<file path="config.mk">
export PLATFORM = sky130hd
export DESIGN_NAME = mxv_rx_decoder
export DESIGN_NICKNAME = d
export VERILOG_FILES = /design/src/rtl/mxv_rx_decoder.sv
export SDC_FILE = /design/constraint.sdc
export NUM_CORES = 1
export LEC_CHECK = 0
export CAP_MARGIN = 40
export CORE_ASPECT_RATIO = 0.7
export CORE_UTILIZATION = 51
export DETAILED_ROUTE_END_ITERATION = 7
export GPL_TIMING_DRIVEN = 0
export PLACE_DENSITY = 0.73
export SLEW_MARGIN = 30
export SYNTH_ARGS = -nofsm -noshare
export SYNTH_HDL_FRONTEND = slang
export SYNTH_SLANG_ARGS = --single-unit
</file>
<file path="constraint.sdc">
create_clock -name clk -period 2.6 [get_ports clk]
set_clock_uncertainty 0.05 [all_clocks]
set_input_delay 0.52 -clock clk [delete_from_list [all_inputs] [get_ports clk]]
set_output_delay 0.52 -clock clk [all_outputs]
set_load 0.02 [all_outputs]
</file>
<file path="src/rtl/mxv_rx_decoder.sv">
// UART 8N1 receiver and ASCII hex / '_' symbol decoder feeding the frame control FSM.
// Hex digits pair into bytes; each completed pair pulses cc_ovf and advances a saturating counter.
module mxv_rx_decoder #(
    parameter int CLKS_PER_BIT = 434,
    parameter int COUNT_W      = 8
) (
    input  logic               clk,
    input  logic               rst,
    input  logic               rx,
    input  logic               cnt_clr,
    output logic               rcv,
    output logic [8:0]         data,
    output logic               cc_ovf,
    output logic [COUNT_W-1:0] counter,
    output logic               frame_err,
    output logic               char_err
);

    localparam int TIMER_W = $clog2(CLKS_PER_BIT);
    localparam logic [TIMER_W-1:0] HALF_LAST = TIMER_W'(CLKS_PER_BIT / 2 - 1);
    localparam logic [TIMER_W-1:0] BIT_LAST  = TIMER_W'(CLKS_PER_BIT - 1);
    localparam logic [COUNT_W-1:0] COUNT_MAX = {COUNT_W{1'b1}};

    typedef logic [8:0] data_dec_t;
    localparam data_dec_t UNDERSCORE = 9'h15F;

    typedef enum logic [2:0] {
        S_IDLE      = 3'd0,
        S_START     = 3'd1,
        S_DATA      = 3'd2,
        S_STOP      = 3'd3,
        S_WAIT_HIGH = 3'd4
    } rx_state_t;

    // Returns {valid, nibble} for an ASCII hex digit, zero otherwise.
    function automatic logic [4:0] hex_decode(input logic [7:0] ch);
        logic [4:0] res;
        if (ch >= 8'h30 && ch <= 8'h39) begin
            res = {1'b1, ch[3:0]};
        end else if ((ch >= 8'h41 && ch <= 8'h46) || (ch >= 8'h61 && ch <= 8'h66)) begin
            res = {1'b1, ch[3:0] + 4'd9};
        end else begin
            res = 5'b0_0000;
        end
        return res;
    endfunction

    logic              sync1_r, sync2_r;
    logic              rx_s;
    rx_state_t         state_r, state_nxt_s;
    logic [TIMER_W-1:0] timer_r, timer_nxt_s;
    logic [2:0]        bit_idx_r, bit_idx_nxt_s;
    logic [7:0]        shift_r, shift_nxt_s;
    logic              byte_valid_s;
    logic              stop_low_s;

    logic              pending_r, pending_nxt_s;
    logic [3:0]        hi_r, hi_nxt_s;
    logic [4:0]        hex_s;
    logic              rcv_nxt_s, cc_nxt_s, cerr_nxt_s;
    data_dec_t         data_nxt_s;
    logic [COUNT_W-1:0] counter_nxt_s;

    assign rx_s  = sync2_r;
    assign hex_s = hex_decode(shift_r);

    // Two-flop synchronizer for the asynchronous serial line; idles high.
    always_ff @(posedge clk) begin
        if (rst) begin
            sync1_r <= 1'b1;
            sync2_r <= 1'b1;
        end else begin
            sync1_r <= rx;
            sync2_r <= sync1_r;
        end
    end

    // RX FSM state, bit timer, bit index and shift register.
    always_ff @(posedge clk) begin
        if (rst) begin
            state_r   <= S_IDLE;
            timer_r   <= {TIMER_W{1'b0}};
            bit_idx_r <= 3'd0;
            shift_r   <= 8'h00;
        end else begin
            state_r   <= state_nxt_s;
            timer_r   <= timer_nxt_s;
            bit_idx_r <= bit_idx_nxt_s;
            shift_r   <= shift_nxt_s;
        end
    end

    // RX FSM next-state: samples mid-bit, starting from the start-bit midpoint.
    always_comb begin
        state_nxt_s   = state_r;
        timer_nxt_s   = timer_r + TIMER_W'(1);
        bit_idx_nxt_s = bit_idx_r;
        shift_nxt_s   = shift_r;
        byte_valid_s  = 1'b0;
        stop_low_s    = 1'b0;
        case (state_r)
            S_IDLE: begin
                timer_nxt_s = {TIMER_W{1'b0}};
                if (!rx_s) begin
                    state_nxt_s = S_START;
                end else begin
                    state_nxt_s = S_IDLE;
                end
            end
            S_START: begin
                if (timer_r == HALF_LAST) begin
                    timer_nxt_s   = {TIMER_W{1'b0}};
                    bit_idx_nxt_s = 3'd0;
                    if (rx_s) begin
                        state_nxt_s = S_IDLE;
                    end else begin
                        state_nxt_s = S_DATA;
                    end
                end else begin
                    state_nxt_s = S_START;
                end
            end
            S_DATA: begin
                if (timer_r == BIT_LAST) begin
                    timer_nxt_s = {TIMER_W{1'b0}};
                    shift_nxt_s = {rx_s, shift_r[7:1]};
                    if (bit_idx_r == 3'd7) begin
                        state_nxt_s = S_STOP;
                    end else begin
                        bit_idx_nxt_s = bit_idx_r + 3'd1;
                    end
                end else begin
                    state_nxt_s = S_DATA;
                end
            end
            S_STOP: begin
                if (timer_r == BIT_LAST) begin
                    timer_nxt_s = {TIMER_W{1'b0}};
                    if (rx_s) begin
                        byte_valid_s = 1'b1;
                        state_nxt_s  = S_IDLE;
                    end else begin
                        stop_low_s  = 1'b1;
                        state_nxt_s = S_WAIT_HIGH;
                    end
                end else begin
                    state_nxt_s = S_STOP;
                end
            end
            S_WAIT_HIGH: begin
                timer_nxt_s = {TIMER_W{1'b0}};
                if (rx_s) begin
                    state_nxt_s = S_IDLE;
                end else begin
                    state_nxt_s = S_WAIT_HIGH;
                end
            end
            default: begin
                state_nxt_s = S_IDLE;
                timer_nxt_s = {TIMER_W{1'b0}};
            end
        endcase
    end

    // Symbol decode; cnt_clr overrides counter and pending but never suppresses pulses.
    always_comb begin
        rcv_nxt_s     = 1'b0;
        cc_nxt_s      = 1'b0;
        cerr_nxt_s    = 1'b0;
        data_nxt_s    = data;
        pending_nxt_s = pending_r;
        hi_nxt_s      = hi_r;
        counter_nxt_s = counter;
        if (byte_valid_s) begin
            if (hex_s[4]) begin
                rcv_nxt_s = 1'b1;
                if (pending_r) begin
                    data_nxt_s    = {1'b0, hi_r, hex_s[3:0]};
                    cc_nxt_s      = 1'b1;
                    pending_nxt_s = 1'b0;
                    if (counter != COUNT_MAX) begin
                        counter_nxt_s = counter + COUNT_W'(1);
                    end else begin
                        counter_nxt_s = counter;
                    end
                end else begin
                    data_nxt_s    = {5'b0_0000, hex_s[3:0]};
                    hi_nxt_s      = hex_s[3:0];
                    pending_nxt_s = 1'b1;
                end
            end else if (shift_r == 8'h5F) begin
                rcv_nxt_s     = 1'b1;
                data_nxt_s    = UNDERSCORE;
                cerr_nxt_s    = pending_r;
                pending_nxt_s = 1'b0;
            end else begin
                cerr_nxt_s = 1'b1;
            end
        end else begin
            rcv_nxt_s = 1'b0;
        end
        if (cnt_clr) begin
            counter_nxt_s = {COUNT_W{1'b0}};
            pending_nxt_s = 1'b0;
        end else begin
            pending_nxt_s = pending_nxt_s;
        end
    end

    // Registered decoder outputs and pairing state.
    always_ff @(posedge clk) begin
        if (rst) begin
            rcv       <= 1'b0;
            data      <= 9'h000;
            cc_ovf    <= 1'b0;
            char_err  <= 1'b0;
            frame_err <= 1'b0;
            counter   <= {COUNT_W{1'b0}};
            pending_r <= 1'b0;
            hi_r      <= 4'h0;
        end else begin
            rcv       <= rcv_nxt_s;
            data      <= data_nxt_s;
            cc_ovf    <= cc_nxt_s;
            char_err  <= cerr_nxt_s;
            frame_err <= stop_low_s;
            counter   <= counter_nxt_s;
            pending_r <= pending_nxt_s;
            hi_r      <= hi_nxt_s;
        end
    end

endmodule

</file>
After elaboration in Yosys (flattened, before gate mapping) --
Index checks and enable logic that the tools add are counted.
Word-level totals: flip-flop bits (word level) 51, bits in latches 0, RAM bits 0, ROM bits 0, input bits 4, output and inout bits 21, word-level logic and storage cells 91, memories 0
Cells by class: add/subtract/negate cells 4, multiply operators 0, divide/modulo/power cells 0, magnitude comparators 6, equality and inequality tests 13, shift-type cells 0, mux-type cells 31, bitwise gates (word level) 5, reduce and logical (&&, ||, !) cells 18
Operator list (number):
- two-way mux 9 bit | 4
- two-way mux 3 bit | 8
- case mux 9 bit (2 select lines) | 1
- greater-or-equal comparator 8 x 7 -> 1 bit (second input constant) | 2
- <= comparator 8 x 7 -> 1 bit (second input constant) | 2
- case mux 3 bit (5 select lines) | 1
- two-way mux 1 bit | 12
- two-way mux 5 bit | 2
- adder 9 x 1 -> 9 bit (second input constant) | 1
- == test 9 x 8 -> 1 bit (second input constant) | 1
- == test 9 bit (second input constant) | 1
- OR reduction 3 bit | 3
- adder 8 x 1 -> 8 bit (second input constant) | 1
- == test 8 x 7 -> 1 bit (second input constant) | 1
- greater-or-equal comparator 8 x 6 -> 1 bit (second input constant) | 1
- <= comparator 8 x 6 -> 1 bit (second input constant) | 1
- two-way mux 8 bit | 1
- != test 8 bit (second input constant) | 1
- AND reduction 4 bit | 2
- == test 3 x 2 -> 1 bit (second input constant) | 2
- == test 3 bit (second input constant) | 2
- != test 2 bit (second input constant) | 3
- case mux 3 bit (2 select lines) | 1
- OR reduction 2 bit | 3
- other kinds (12) | 20

Depth between registers and ports, before layout --
Gate-level depths: netlist (run 1).
word-level depth 7, mapped depth 8, mapped depth without buffers 7

Least setup slack after synthesis (run 1) --
No wires, ideal clock.
kind register to register, from register shift_r[0], to register pending_r, setup time 0.086 ns, data arrival time 2.001 ns, required time 2.464 ns, setup slack 0.462 ns, cell stages (with the launch flop) 7, buffers on the path 0, clock period less this slack 2.138 ns, cell sequence dfxtp_1 > inv_1 > ha_1 > o21ba_2 > o21ai_1 > a31oi_4 > a211oi_1
Between the ends: cells in the longest elaborated chain, start to end 7, elaborated cells on any way between the ends 16, classes of those cells 6 x order compare; 1 x eq/ne; 3 x mux; 6 x reduce/logical
Ends and longest elaborated chain:
- from (decl) | RTL line 53 | logic [7:0] shift_r, shift_nxt_s;
- from (signal assigned) | RTL line 89 | shift_r <= shift_nxt_s;
- greater-or-equal comparator 8 x 7 -> 1 bit / <= comparator 8 x 7 -> 1 bit (equally long branches) | RTL line 40 | end else if ((ch >= 8'h41 && ch <= 8'h46) || (ch >= 8'h61 && ch <= 8'h66)) begin
- logical AND 1 bit | RTL line 40
- logical OR 1 bit | RTL line 40
- two-way mux 5 bit | RTL line 40
- two-way mux 5 bit | RTL line 38 | if (ch >= 8'h30 && ch <= 8'h39) begin
- nonzero test 2 bit (no source line)
- AND reduction 2 bit (no source line)
- to (signal assigned) | RTL line 228 | pending_r <= pending_nxt_s;
- to (decl) | RTL line 57 | logic pending_r, pending_nxt_s;
Parallel ways exist; a longest one is shown, timed or not. A chain may end at the register's enable or synchronous reset.

Final worst setup path (run 1) --
from register timer_r[7], to register hi_r[0]
Between the ends: cells in the longest elaborated chain, start to end 4
Ends and longest elaborated chain:
- from (decl) | RTL line 51 | logic [TIMER_W-1:0] timer_r, timer_nxt_s;
- from (signal assigned) | RTL line 82 | timer_r <= {TIMER_W{1'b0}};
- from (signal assigned) | RTL line 87 | timer_r <= timer_nxt_s;
- == test 9 bit | RTL line 137 | if (timer_r == BIT_LAST) begin
- two-way mux 1 bit | RTL line 137
- two-way mux 1 bit | RTL line 101 | case (state_r)
- AND reduction 3 bit (no source line)
- to (signal assigned) | RTL line 229 | hi_r <= hi_nxt_s;
- to (decl) | RTL line 58 | logic [3:0] hi_r, hi_nxt_s;
No other way between the ends.

==> results.sh, run 1 <==
export IMPL_outcome="finished clean"
export IMPL_vdd_drop_max_v=0.0003271
export IMPL_cts_tree="yes"
export IMPL_maxCapViolCount=0
export IMPL_critPathMaxFanout=10
export IMPL_synthFlopType="dfxtp_1"
export IMPL_io_buffers=23
export IMPL_finalSetupViolCount=0
export IMPL_drt_first_pass_iters=5
export IMPL_syn2layout_area_growth_pct=17.18
export IMPL_cp_endpoint="hi_r[0]"
export IMPL_die_area_um2=5127
export IMPL_grt_usage_pct=20.51
export IMPL_clock_fmax_mhz=436.0
export IMPL_synthTopCellsByCount="dfxtp_1, nor2_1, nand2_1, a21oi_1, nand3_1"
export IMPL_antenna_found_initial=0
export IMPL_nets=319
export IMPL_syn_avg_cell_area_um2=8.977
export IMPL_synth_area_leaders="dfxtp_1, nor2_1, ha_1"
export IMPL_r2r_slack_ns=0.31
export IMPL_diodes=0
export IMPL_finalCoreUtilization_pct=64.58
export IMPL_gp_congestion=0.8722
export IMPL_avgRoutedWirePerCell_um=13.85
export IMPL_synth_cells=275
export IMPL_synth_edff_count=0
export IMPL_r2r_end="hi_r[0]"
export IMPL_clk_pin_slew_ns=0.09
export IMPL_core_um2=4479
export IMPL_period_needed_ns=2.294
export IMPL_synthMuxAreaShare_pct=0.4055
export IMPL_worst_slew_pin_transition_ns=0.7696
export IMPL_async_flop_share_pct=0
export IMPL_hold_viol_final=0
export IMPL_start_kind="flop"
export IMPL_cp_startpoint="timer_r[7]"
export IMPL_grt_pass1_wl_mm=8.217
export IMPL_clk_path_buf_depth=2
export IMPL_synth_compound_area_share_pct=16.88
export IMPL_root_buffer="clkbuf_8"
export IMPL_cp_arrival_ns=2.42
export IMPL_drc=0
export IMPL_synth_top_area_share_pct=41.36
export IMPL_holdCritPathClass="reg -> reg"
export IMPL_finalCritPeriodShare_pct=88.22
export IMPL_io_pins=25
export IMPL_synth_top_family_by_area="simple AND/OR/NAND/NOR gates"
export IMPL_power_per_cell_area_nw_per_um2=479.4
export IMPL_worstSkewPairLatency_ns=0.29
export IMPL_critical_path_class="reg -> reg"
export IMPL_grt_start_max_net_pins=16
export IMPL_cts_made_buffers=5
export IMPL_yosys_area_share_simple_pct=27.93
export IMPL_routed_wl_mm=5.012
export IMPL_n_fill_cell=395
export IMPL_die_y_um=60.21
export IMPL_required_ns=2.73
export IMPL_cts_hold_buf=0
export IMPL_slew_violations=0
export IMPL_grt_pass1_vias=1706
export IMPL_rr_worst_depth=5
export IMPL_p_leak_nw=0.9380
export IMPL_h_tree_depth=2
export IMPL_finalSetupTns_ns=0
export IMPL_synthesis_nets=288
export IMPL_vias_per_cell=5.622
export IMPL_hp_start="sync1_r"
export IMPL_grt_setup_unrepaired="false"
export IMPL_reg2reg_from="timer_r[7]"
export IMPL_drive_above_1_share_pct=9.772
export IMPL_first_iter_violations=155
export IMPL_grt_ovfl_total=0
export IMPL_synth_fa_ha_area_share_pct=4.562
export IMPL_ys_types=54
export IMPL_synth_seq_cells=51
export IMPL_synth_xor_area_share_pct=4.257
export IMPL_netlist_area_um2=2469
export IMPL_vias=2035
export IMPL_start_util_pct=55.11
export IMPL_yosysMostFrequentCell="dfxtp_1"
export IMPL_yosysTopAreaCell="dfxtp_1"
export IMPL_ctsResizeCount=0
export IMPL_ys_seq_area_share_pct=41.36
export IMPL_crit_path_end_kind="flop"
export IMPL_ant_nets=0
export IMPL_slew_headroom_pct=48.15
export IMPL_post_cts_repair_setup_buffers=0
export IMPL_dp_final_hpwl_mm=3.685
export IMPL_clock_sinks=51
export IMPL_dieWidth_um=85.16
export IMPL_yosys_warnings=0
export IMPL_rows=20
report_power, final:
| part | total, mW | internal (mW) | switching, mW | leakage [nW] |
|---|---|---|---|---|
| Clock | 0.567 | 0.312 | 0.256 | 0.0612 |
| Combinational | 0.0343 | 0.0152 | 0.0191 | 0.466 |
| Sequential | 0.785 | 0.783 | 0.00219 | 0.411 |
per-layer routing:
layer | global-route usage [%] | up-vias | wire length (um)
li1 | - | 1044 | -
met1 | 32.63 | 939 | 2857
met5 | 0 | - | 0
met3 | 4.558 | 2 | 247
met4 | 2.906 | 0 | 25
met2 | 28.00 | 50 | 1881
cell type report:
class,instances,area (um2),area share (%)
timing repair buffer,24,237.7,8.218
tap,55,68.82,2.379
clock inverter,2,35.03,1.211
clock buffer,6,82.58,2.855
sequential,51,1021,35.29
buffer,12,87.58,3.028
inverter,7,26.28,0.9083
multi-input combinational,205,1334,46.11
worst min-delay path by stage:
stage                     cells after the start  slack (ns)  endpoint
after floorplan                               1        0.34      rx_s
after global placement                        1        0.35      rx_s
after detailed placement                      1        0.36      rx_s
after CTS                                     2        0.38       rcv
after global routing                          2        0.38       rcv
final                                         1        0.38      rx_s
per-stage QoR:
stage          setup slack [ns]  total power, mW  cells  hold slack, ns  cell area [um2]
6_report                 0.3063            1.387    362          0.3775             2893
4_1_cts                  0.3292            1.396    362          0.3834             2893
5_1_grt                  0.1560            1.431    362          0.3843             2893
3_5_place_dp             0.3625           0.8380    354          0.3611             2775
3_3_place_gp             0.1924           0.8376    353          0.3474             2768
2_1_floorplan            0.4625           0.8275    275          0.3395             2469
layout by cell type, fill, tap and decap left out, drive strengths merged, types with 15 or more instances in the layout:
master	n
a21oi	20
clkbuf	15
nand2	20
nor2	35
dfxtp	51
nand3	20
clkdlybuf4s50	23
cell families (layout without fill, tap and decap cells):
| logic type | count (synthesis) | in the layout |
|---|---|---|
| simple gates | 129 | 129 |
| compound gates | 54 | 54 |
| flops | 51 | 51 |
| buf+inv | 19 | 51 |
| xor+xnor | 12 | 12 |
| fa+ha+maj | 9 | 9 |
| mux | 1 | 1 |
critical path, stage by stage, from the launching register on:
cell      delay (ns)
dfxtp_1         0.44
nor4bb_1        0.54
nand3_2         0.42
a211oi_4        0.45
mux2i_1         0.22
nor2_1          0.05
flip-flops by register name (all words and copies together) (netlist names):
register	cells
shift_r	8
state_r	3
char_err	1
rx_s	1
data	9
bit_idx_r	3
counter	8
cc_ovf	1
timer_r	9
frame_err	1
hi_r	4
rcv	1
sync1_r	1
pending_r	1
Note: power is estimated with default switching activity, not from simulation.
==> run 2: changes to the inputs <==
- HOLD_SLACK_MARGIN: not set -> 0.1
==> results of run 2 <==
The final DEF is identical to that of run 1; final timing and power are the same.
==> run 3: changes to the inputs <==
- CAP_MARGIN: 40 -> 20
==> run 3 against run 2 <==
Sequential share of layout area about the same. Critical path depth unchanged. Power down 0.17%. Count of clock-buffer cells in the layout unchanged. Sequential cell count unchanged. Cell area down 0.13%. Sequential power about the same. Non-clock buffer count down 1. Hold slack worse by 0.0035 ns. Critical endpoint is now hi_r[2].
==> results.sh, run 3 (synthesized netlist as in run 1, its figures left out) <==
export IMPL_vias_per_cell=5.612
export IMPL_busiest_layer="met1"
export IMPL_ctsResizeCount=0
export IMPL_slew_violations=0
export IMPL_grt_pass1_wl_mm=8.383
export IMPL_routed_wl_mm=5.051
export IMPL_grt_util_met3_pct=5.249
export IMPL_clk_pin_slew_ns=0.09
export IMPL_grt_setup_unrepaired="false"
export IMPL_avgRoutedWirePerCell_um=13.99
export IMPL_finalSetupViolCount=0
export IMPL_finalSetupTns_ns=0
export IMPL_grt_usage_pct=21.22
export IMPL_antenna_found_initial=0
export IMPL_clock_fmax_mhz=440.9
export IMPL_rows=20
export IMPL_first_iter_violations=111
export IMPL_worstSkewPairLatency_ns=0.30
export IMPL_dp_cells=353
export IMPL_drc=0
export IMPL_cts_hold_buf=0
export IMPL_io_pins=25
export IMPL_diodes=0
export IMPL_grt_pass1_vias=1723
export IMPL_crit_path_end_kind="flop"
export IMPL_hold_viol_final=0
export IMPL_syn2layout_area_growth_pct=17.03
export IMPL_clk_path_buf_depth=2
export IMPL_met2_usage_pct=28.46
export IMPL_gp_congestion=0.8722
export IMPL_vias=2026
export IMPL_io_buffers=23
export IMPL_hp_start="sync1_r"
export IMPL_ff_latch_area_um2=1021
export IMPL_final_cell_mix="dfxtp_1, nor2_1, clkdlybuf4s50_1"
export IMPL_finalCritPeriodShare_pct=87.23
export IMPL_nets=318
export IMPL_period_needed_ns=2.268
export IMPL_post_cts_repair_setup_buffers=0
export IMPL_final_common_cell="dfxtp_1"
export IMPL_drt_first_pass_iters=4
export IMPL_drive_above_1_share_pct=9.804
export IMPL_start_kind="flop"
export IMPL_reg2reg_from="timer_r[7]"
export IMPL_cp_startpoint="timer_r[7]"
export IMPL_core_um2=4479
export IMPL_required_ns=2.77
export IMPL_maxCapViolCount=0
export IMPL_outcome="finished clean"
export IMPL_ant_nets=0
export IMPL_dp_final_hpwl_mm=3.691
export IMPL_holdCritPathClass="reg -> reg"
export IMPL_multi_input_area_um2=1338
export IMPL_h_tree_depth=2
export IMPL_grt_start_max_net_pins=16
export IMPL_cts_made_buffers=5
export IMPL_min_path_cells=1
export IMPL_slew_headroom_pct=45.36
export IMPL_p_leak_nw=0.9344
export IMPL_vdd_drop_max_v=0.0003418
export IMPL_cts_tree="yes"
export IMPL_die_y_um=60.21
export IMPL_reg_top3="data: 9 flops, timer_r: 9 flops"
export IMPL_clock_sinks=51
export IMPL_root_buffer="clkbuf_8"
export IMPL_use_met1_pct=33.33
export IMPL_power_per_cell_area_nw_per_um2=479.2
export IMPL_critPathMaxFanout=10
export IMPL_n_fill_cell=387
export IMPL_worst_slew_pin_transition_ns=0.8111
export IMPL_die_area_um2=5127
export IMPL_critical_path_class="reg -> reg"
export IMPL_start_util_pct=55.11
export IMPL_grt_ovfl_total=0
export IMPL_final_cells=361
export IMPL_dieWidth_um=85.16
export IMPL_cp_arrival_ns=2.44
export IMPL_rr_worst_depth=5
## run 3: cell types whose count changed in the layout (fill, tap and decap cells not counted), sizes merged
| cell | previous run | this run |
|---|---|---|
| buf | 4 | 3 |
## run 3: cell type report
| class | count | area share [%] |
|---|---|---|
| Multi-Input combinational cell | 205 | 46.30 |
| Sequential cell | 51 | 35.34 |
| Timing Repair Buffer | 23 | 7.969 |
| Buffer | 12 | 3.032 |
| Clock buffer | 6 | 2.858 |
| Tap cell | 55 | 2.382 |
| Clock inverter | 2 | 1.213 |
| Inverter | 7 | 0.9095 |
## run 3: critical path, cell delays in order (launching register included)
cell,delay [ns]
dfxtp_1,0.45
nor4bb_1,0.52
nand3_2,0.41
a211oi_4,0.45
nor2_1,0.10
a211oi_1,0.21
## run 3: final timing paths
path | slack, ns | endpoint
setup reg to reg | 0.33 | hi_r[2]
hold / removal | 0.37 | rx_s
hold reg to reg | 0.37 | rx_s
setup / recovery | 0.33 | hi_r[2]
## run 3: per-layer routing
metal,up-vias,routed length (um)
met3,2,250
met4,0,18
met5,-,0
met1,940,2830
met2,35,1951
li1,1049,-
## run 3: power by group
part	switching [mW]	internal, mW
combinational	0.0191	0.0152
clock	0.253	0.312
sequential	0.00217	0.783
## run 3: through the flow
step / power (mW) / setup slack [ns] / util (%) / hold slack (ns) / area, um2
after floorplan: 0.8275 / 0.4625 / - / 0.3395 / 2469
after global placement: 0.8376 / 0.1924 / 61.79 / 0.3474 / 2768
after detailed placement: 0.8380 / 0.1868 / 61.79 / 0.3525 / 2768
after CTS: 1.397 / 0.1645 / 64.41 / 0.3770 / 2885
after global routing: 1.437 / 0.1109 / 64.50 / 0.3815 / 2889
final: 1.385 / 0.3319 / 64.50 / 0.3740 / 2889
